<file path="src/rtl/dpram_pkg.sv">
// rtl/dpram_pkg.sv - shared types and constants for the byte-enable dual-port RAM
package dpram_pkg;

   typedef enum logic {ST_INIT, ST_RUN} state_t;

   localparam int RDW_OLD = 0;
   localparam int RDW_NEW = 1;

   function automatic int nbytes(input int data_w);
      return data_w / 8;
   endfunction

endpackage

</file>
<file path="src/rtl/dpram_be_pipe_if.sv">
// rtl/dpram_be_pipe_if.sv - request/response bundle of the dual-port RAM
interface dpram_be_pipe_if #(
   parameter int DATA_W = 32,
   parameter int ADDR_W = 6
);

   logic                                  enb;
   logic                                  wr;
   logic [ADDR_W-1:0]                     w_addr;
   logic [DATA_W-1:0]                     w_data;
   logic [dpram_pkg::nbytes(DATA_W)-1:0]  w_be;
   logic                                  rd;
   logic [ADDR_W-1:0]                     r_addr;
   logic [DATA_W-1:0]                     r_data;
   logic                                  r_valid;
   logic                                  rdw_hit;
   logic                                  addr_err;
   logic                                  init_busy;

   modport master (
      output enb, wr, w_addr, w_data, w_be, rd, r_addr,
      input  r_data, r_valid, rdw_hit, addr_err, init_busy
   );

   modport slave (
      input  enb, wr, w_addr, w_data, w_be, rd, r_addr,
      output r_data, r_valid, rdw_hit, addr_err, init_busy
   );

endinterface

</file>
<file path="src/rtl/dpram_core.sv">
// rtl/dpram_core.sv - storage array with byte-enable write port and raw registered read port
module dpram_core #(
   parameter int DATA_W = 32,
   parameter int ADDR_W = 6,
   parameter int DEPTH  = 48
)(
   input  logic                  clk,
   input  logic                  we,
   input  logic [ADDR_W-1:0]     w_addr,
   input  logic [DATA_W-1:0]     w_data,
   input  logic [DATA_W/8-1:0]   w_be,
   input  logic                  re,
   input  logic [ADDR_W-1:0]     r_addr,
   output logic [DATA_W-1:0]     r_data
);

   logic [DATA_W-1:0] mem [DEPTH];

   // byte-lane write; callers guarantee w_addr < DEPTH when we is high
   always_ff @(posedge clk) begin
      if (we) begin
         for (int i = 0; i < DATA_W/8; i++) begin
            if (w_be[i]) mem[w_addr][8*i +: 8] <= w_data[8*i +: 8];
         end
      end
   end

   // raw read returns the word as it was before any same-edge write
   always_ff @(posedge clk) begin
      if (re) r_data <= mem[r_addr];
   end

endmodule

</file>
<file path="src/rtl/dpram_be_pipe.sv">
// rtl/dpram_be_pipe.sv - dual-port RAM with byte enables, clear sweep, RDW policy and 1/2-cycle read latency
module dpram_be_pipe
   import dpram_pkg::*;
#(
   parameter int DATA_W   = 32,
   parameter int ADDR_W   = 6,
   parameter int DEPTH    = 48,
   parameter int READ_LAT = 1,
   parameter int RDW_MODE = 0
)(
   input logic            clk,
   input logic            rst,
   dpram_be_pipe_if.slave bus
);

   localparam int              NB      = nbytes(DATA_W);
   localparam logic [ADDR_W:0] DEPTH_V = (ADDR_W+1)'(DEPTH);

   if (DATA_W % 8 != 0)                    begin : g_chk_w   $error("DATA_W must be a multiple of 8"); end
   if (DEPTH < 1 || DEPTH > (1 << ADDR_W)) begin : g_chk_d   $error("DEPTH out of range for ADDR_W"); end
   if (READ_LAT != 1 && READ_LAT != 2)     begin : g_chk_lat $error("READ_LAT must be 1 or 2"); end

   state_t            state;
   logic [ADDR_W-1:0] init_ptr;
   logic              init_busy_q;
   logic              addr_err_q;

   logic run, w_acc, r_acc, w_in, r_in, w_ok, r_ok, hit;

   logic              c_we;
   logic [ADDR_W-1:0] c_waddr;
   logic [DATA_W-1:0] c_wdata;
   logic [NB-1:0]     c_wbe;
   logic [DATA_W-1:0] c_rdata;

   logic              s1_valid, s1_zero, s1_hit;
   logic [DATA_W-1:0] s1_wdata;
   logic [NB-1:0]     s1_be;
   logic [DATA_W-1:0] rd_word;

   assign run   = (state == ST_RUN) && !rst;
   assign w_acc = run && bus.enb && bus.wr;
   assign r_acc = run && bus.enb && bus.rd;
   assign w_in  = {1'b0, bus.w_addr} < DEPTH_V;
   assign r_in  = {1'b0, bus.r_addr} < DEPTH_V;
   assign w_ok  = w_acc && w_in;
   assign r_ok  = r_acc && r_in;
   assign hit   = w_ok && r_ok && (bus.w_addr == bus.r_addr);

   // clear sweep walks init_ptr through every word, then hands the array to the user ports
   always_ff @(posedge clk) begin
      if (rst) begin
         state       <= ST_INIT;
         init_ptr    <= '0;
         init_busy_q <= 1'b1;
      end else if (state == ST_INIT) begin
         if (init_ptr == ADDR_W'(DEPTH - 1)) begin
            state       <= ST_RUN;
            init_busy_q <= 1'b0;
         end else begin
            init_ptr <= init_ptr + 1'b1;
         end
      end
   end

   // write port is owned by the sweep until it finishes
   always_comb begin
      c_we    = w_ok;
      c_waddr = bus.w_addr;
      c_wdata = bus.w_data;
      c_wbe   = bus.w_be;
      if (state == ST_INIT && !rst) begin
         c_we    = 1'b1;
         c_waddr = init_ptr;
         c_wdata = '0;
         c_wbe   = '1;
      end
   end

   dpram_core #(
      .DATA_W (DATA_W),
      .ADDR_W (ADDR_W),
      .DEPTH  (DEPTH)
   ) u_core (
      .clk    (clk),
      .we     (c_we),
      .w_addr (c_waddr),
      .w_data (c_wdata),
      .w_be   (c_wbe),
      .re     (r_ok),
      .r_addr (bus.r_addr),
      .r_data (c_rdata)
   );

   // first read stage: remember how the accepted read must be post-processed; s1_zero also masks the unread core register after reset
   always_ff @(posedge clk) begin
      if (rst) begin
         s1_valid <= 1'b0;
         s1_zero  <= 1'b1;
         s1_hit   <= 1'b0;
         s1_wdata <= '0;
         s1_be    <= '0;
      end else begin
         s1_valid <= r_acc;
         if (r_acc) begin
            s1_zero  <= !r_in;
            s1_hit   <= hit;
            s1_wdata <= bus.w_data;
            s1_be    <= bus.w_be;
         end
      end
   end

   // out-of-range reads yield zero; in new-data mode a collision overlays the written bytes
   always_comb begin
      rd_word = '0;
      if (!s1_zero) begin
         rd_word = c_rdata;
         if (RDW_MODE == RDW_NEW && s1_hit) begin
            for (int i = 0; i < NB; i++) begin
               if (s1_be[i]) rd_word[8*i +: 8] = s1_wdata[8*i +: 8];
            end
         end
      end
   end

   // one pulse per cycle with any out-of-range accepted request
   always_ff @(posedge clk) begin
      if (rst) addr_err_q <= 1'b0;
      else     addr_err_q <= (w_acc && !w_in) || (r_acc && !r_in);
   end

   assign bus.addr_err  = addr_err_q;
   assign bus.init_busy = init_busy_q;

   if (READ_LAT == 1) begin : g_lat1
      assign bus.r_data  = rd_word;
      assign bus.r_valid = s1_valid;
      assign bus.rdw_hit = s1_valid && s1_hit;
   end else begin : g_lat2
      logic [DATA_W-1:0] r_data_q;
      logic              r_valid_q, rdw_hit_q;

      // extra output register; data holds between results
      always_ff @(posedge clk) begin
         if (rst) begin
            r_data_q  <= '0;
            r_valid_q <= 1'b0;
            rdw_hit_q <= 1'b0;
         end else begin
            r_valid_q <= s1_valid;
            rdw_hit_q <= s1_valid && s1_hit;
            if (s1_valid) r_data_q <= rd_word;
         end
      end

      assign bus.r_data  = r_data_q;
      assign bus.r_valid = r_valid_q;
      assign bus.rdw_hit = rdw_hit_q;
   end

endmodule

</file>
<file path="src/flat_wrapper.sv">
// flat-port wrapper written by rule: the top's interface ports become plain ports
module dpram_be_pipe_flat import dpram_pkg::*;
#(
   parameter int DATA_W   = 32,
   parameter int ADDR_W   = 6,
   parameter int DEPTH    = 48,
   parameter int READ_LAT = 1,
   parameter int RDW_MODE = 0
)
  (clk, rst, bus_enb, bus_wr, bus_w_addr, bus_w_data, bus_w_be, bus_rd, bus_r_addr, bus_r_data, bus_r_valid, bus_rdw_hit, bus_addr_err, bus_init_busy);
  dpram_be_pipe_if #(.DATA_W(DATA_W), .ADDR_W(ADDR_W)) bus_i ();
  input logic clk;
  input logic rst;
  input wire logic [$bits(bus_i.enb)-1:0] bus_enb;
  input wire logic [$bits(bus_i.wr)-1:0] bus_wr;
  input wire logic [$bits(bus_i.w_addr)-1:0] bus_w_addr;
  input wire logic [$bits(bus_i.w_data)-1:0] bus_w_data;
  input wire logic [$bits(bus_i.w_be)-1:0] bus_w_be;
  input wire logic [$bits(bus_i.rd)-1:0] bus_rd;
  input wire logic [$bits(bus_i.r_addr)-1:0] bus_r_addr;
  output wire logic [$bits(bus_i.r_data)-1:0] bus_r_data;
  output wire logic [$bits(bus_i.r_valid)-1:0] bus_r_valid;
  output wire logic [$bits(bus_i.rdw_hit)-1:0] bus_rdw_hit;
  output wire logic [$bits(bus_i.addr_err)-1:0] bus_addr_err;
  output wire logic [$bits(bus_i.init_busy)-1:0] bus_init_busy;
  assign bus_i.enb = bus_enb;
  assign bus_i.wr = bus_wr;
  assign bus_i.w_addr = bus_w_addr;
  assign bus_i.w_data = bus_w_data;
  assign bus_i.w_be = bus_w_be;
  assign bus_i.rd = bus_rd;
  assign bus_i.r_addr = bus_r_addr;
  assign bus_r_data = bus_i.r_data;
  assign bus_r_valid = bus_i.r_valid;
  assign bus_rdw_hit = bus_i.rdw_hit;
  assign bus_addr_err = bus_i.addr_err;
  assign bus_init_busy = bus_i.init_busy;
  dpram_be_pipe #(.DATA_W(DATA_W), .ADDR_W(ADDR_W), .DEPTH(DEPTH), .READ_LAT(READ_LAT), .RDW_MODE(RDW_MODE)) u_core (.clk(clk), .rst(rst), .bus(bus_i));
endmodule
</file>
<file path="config.mk">
export PLATFORM = sky130hd
export DESIGN_NAME = dpram_be_pipe_flat
export DESIGN_NICKNAME = d
export VERILOG_FILES = /design/src/rtl/dpram_pkg.sv /design/src/rtl/dpram_be_pipe_if.sv /design/src/rtl/dpram_core.sv /design/src/rtl/dpram_be_pipe.sv /design/src/flat_wrapper.sv
export SDC_FILE = /design/constraint.sdc
export NUM_CORES = 1
export LEC_CHECK = 0
export CORE_ASPECT_RATIO = 1.2
export CORE_MARGIN = 2
export CORE_UTILIZATION = 35
export CTS_BUF_LIST = sky130_fd_sc_hd__clkbuf_16
export CTS_CLUSTER_DIAMETER = 40
export DETAILED_ROUTE_END_ITERATION = 10
export PLACE_DENSITY = 0.62
export SLEW_MARGIN = 20
export SYNTH_ARGS = -nofsm -noshare
export SYNTH_HDL_FRONTEND = slang
export SYNTH_SLANG_ARGS = --single-unit
</file>
<file path="constraint.sdc">
create_clock -name clk -period 3.2 [get_ports clk]
set_clock_uncertainty 0.05 [all_clocks]
set_input_delay 0.32 -clock clk [delete_from_list [all_inputs] [get_ports clk]]
set_output_delay 0.32 -clock clk [all_outputs]
set_load 0.05 [all_outputs]
</file>
==> impl_metrics.json <==
{
  "status": "finished clean",
  "synth_top_flop_cell": "edfxtp_1",
  "totalPowerFinal_mw": 43.29,
  "fmax_mhz": 338.9,
  "synth_edf_count": 1568,
  "dp.final_hpwl_um": 99430,
  "syn_avg_cell_area_sq_um": 19.09,
  "coreArea_sq_um": 176800,
  "yosysWarnings": 0,
  "cts_buffers": 154,
  "async_flop_share_pct": 0,
  "rows": 169,
  "slowest_delay_ns": 0.88,
  "grt_usage_pct": 16.87,
  "nets": 3732,
  "num_io_pins": 89,
  "start_util_pct": 35.20,
  "synthDistinctLibCells": 48,
  "crit_chain": "buf_4, nor2b_1, clkdlybuf4s50_1",
  "placed_cells": 5830,
  "sw_frac_of_total_pct": 22.55,
  "final_cells": 6114,
  "cts-root-buf": "clkbuf_16",
  "clk_pin_slew_worst_paths_ns": 0.06,
  "antenna_left": 0,
  "critPathCaptureType": "output pin",
  "grt_pass1_wl_um": 223300,
  "total_leakage_power_nw": 25.06,
  "synth_cells": 3260,
  "setup_violations": 0,
  "fin_util_pct": 41.66,
  "combPwrFrac_pct": 6.1,
  "required_ns": 2.83,
  "drtIter0Drc": 2823,
  "io_buffers": 88,
  "whs_ns": 0.2208,
  "min_period_ns": 2.950,
  "htree_levels": 4,
  "die-area_sq_um": 181200,
  "routed_via_density": 5.202,
  "postPlaceCellArea_sq_um": 68610,
  "pwr-share-clk_pct": 40.9,
  "syn_nets": 3314,
  "hold_path_class": "in -> reg",
  "die_h_um": 465.9,
  "power_frac_seq_pct": 52.9,
  "final_max_slew_viol_count": 0,
  "grt.overflow.total": 0,
  "period_share_pct": 92.20,
  "final_cell_mix": "edfxtp_1, mux2i_1, buf_4",
  "grt_setup_unrepaired": "false",
  "drc": 0,
  "netlist_area_sq_um": 62230,
  "finalHoldViolCount": 0,
  "cts.path.max_buffers": 3,
  "grt_max_degree": 58,
  "p_per_area_nw_per_um2": 587.7,
  "cp_max_fo": 12,
  "postCtsSetupBuffers": 0,
  "wirelength_um": 155200,
  "num_vias": 31805,
  "antenna_found_initial": 3,
  "worst_slack_ns": 0.2495,
  "cap_violations": 0,
  "cts_tree": "built",
  "syn2layout_area_growth_pct": 18.36,
  "cts.sinks": 1580,
  "synth-seq-cells": 1580,
  "ir_worst_vdd_uv": 576.1,
  "slew_headroom_pct": 26.57,
  "die_x_um": 388.9,
  "place_congestion": 0.8106,
  "tns_ns": 0,
  "post_cts_resized": 0,
  "dr.pass1.iters": 7,
  "synth-seq-area-share_pct": 76.05,
  "drive_gt1_share_pct": 23.00,
  "cpMaxStageDelayCell": "clkdlybuf4s50_1",
  "arrival_ns": 2.58,
  "power.internal_mw": 33.53,
  "cts_hold_buf": 0,
  "dp_worst_setup_slack_ns": -0.1148,
  "fillerInstances": 15443,
  "stdcell_area_sq_um": 73650,
  "power.switching_mw": 9.762,
  "criticalPathCategory": "reg -> out",
  "layout_commonest_cell": "edfxtp_1",
  "worstMarginPinSlew_ns": 1.101,
  "clkLatencyLatePin_ns": 0.79,
  "cp-start-kind": "flip-flop",
  "wire_per_inst_um": 25.38,
  "grt_pass1_vias": 32273
}
==> cells in the mapped netlist, types with 3 or more instances <==
library cell     n  area share (%)
nand2_1         72            0.43
and2_1          34            0.34
dfxtp_1         12            0.39
buf_6           11            0.20
buf_2           54            0.43
nand2b_1         4           0.040
a22oi_1        128             1.5
nor2b_1         34            0.34
nand3b_1         5           0.060
clkbuf_1        94            0.57
o22ai_1         33            0.33
xor2_1           5           0.070
mux2i_1        514             8.3
clkbuf_4         4           0.048
buf_4           15            0.18
edfxtp_1      1568              76
nor3_1          44            0.35
nand4_1          3           0.030
nand4b_1         3           0.042
mux4_2         160             5.8
nor2_1         165             1.0
nand3_1          4           0.032
a21oi_1         72            0.58
a21o_1           5           0.060
a22o_1          64            0.90
buf_1           28            0.17
o41ai_2         32            0.84
a221oi_1        62            0.87
xnor2_1          5           0.070
==> path summary, 6_finish.rpt <==
path / cells after the start / slack [ns] / to / start
min: 3 / 0.22 / u_core.bus.addr_err / bus_wr
max reg2reg: 7 / 0.46 / u_core.u_core.mem[2][5] / u_core.state
max: 3 / 0.25 / bus_r_data[8] / u_core.s1_zero
min reg2reg: 1 / 0.45 / u_core.bus.init_busy / u_core.bus.init_busy
==> sequential cells by signal, summed over array words and instances, names as in the netlist <==
name and flops:
u_core.state 1, u_core.bus.init_busy 1, u_core.s1_hit 1, u_core.s1_zero 1, u_core.bus.r_valid 1, u_core.u_core.r_data 32
u_core.bus.addr_err 1, u_core.u_core.mem 1536, u_core.init_ptr 6
==> power groups by stage <==
stage / clock network (mW) / registers [mW] / logic, mW
CTS: 18.0 / 22.9 / 2.67
finish: 17.7 / 22.9 / 2.65
global route: 18.8 / 22.9 / 2.78
global placement: 0 / 23.4 / 2.64
floorplan: 0 / 23.4 / 1.43
detailed placement: 0 / 23.4 / 2.66
==> area by class of cell <==
type	count	area (sq um)	area share (%)
flip-flops and latches	1580	47330	64.26
multi-input cells	1472	14020	19.04
repair buffers	468	4378	5.944
clock buffers	154	3854	5.232
well taps	2308	2888	3.921
clock inverters	129	1171	1.590
inverters	2	7.507	0.01019
diodes	1	2.502	0.003398
==> cells by family after synthesis <==
| group | after synthesis | synth area share (%) |
|---|---|---|
| XOR/XNOR | 10 | 0.1407 |
| multiplexers | 677 | 14.13 |
| flip-flops | 1580 | 76.05 |
| buffers and inverters | 208 | 1.611 |
| adder cells (fa/ha/maj) | 1 | 0.02010 |
| AO/OA/AOI/OAI | 405 | 5.248 |
| AND/OR/NAND/NOR | 379 | 2.799 |
==> critical path: cells and delay by family, from the launching register on <==
| kind | cells | cell delay, ns |
|---|---|---|
| AND/OR/NAND/NOR | 1 | 0.28 |
| flip-flops | 1 | 0.41 |
| buffers and inverters | 2 | 1.09 |
==> per-layer routing <==
| metal | up-vias | global-route usage (%) | wire [um] |
|---|---|---|---|
| met4 | 2 | 5.004 | 4000 |
| met5 | - | 0 | 13 |
| li1 | 14112 | - | - |
| met2 | 1073 | 28.73 | 77090 |
| met1 | 16399 | 22.34 | 65230 |
| met3 | 219 | 2.567 | 8852 |
(Power assumes the default switching activity.)
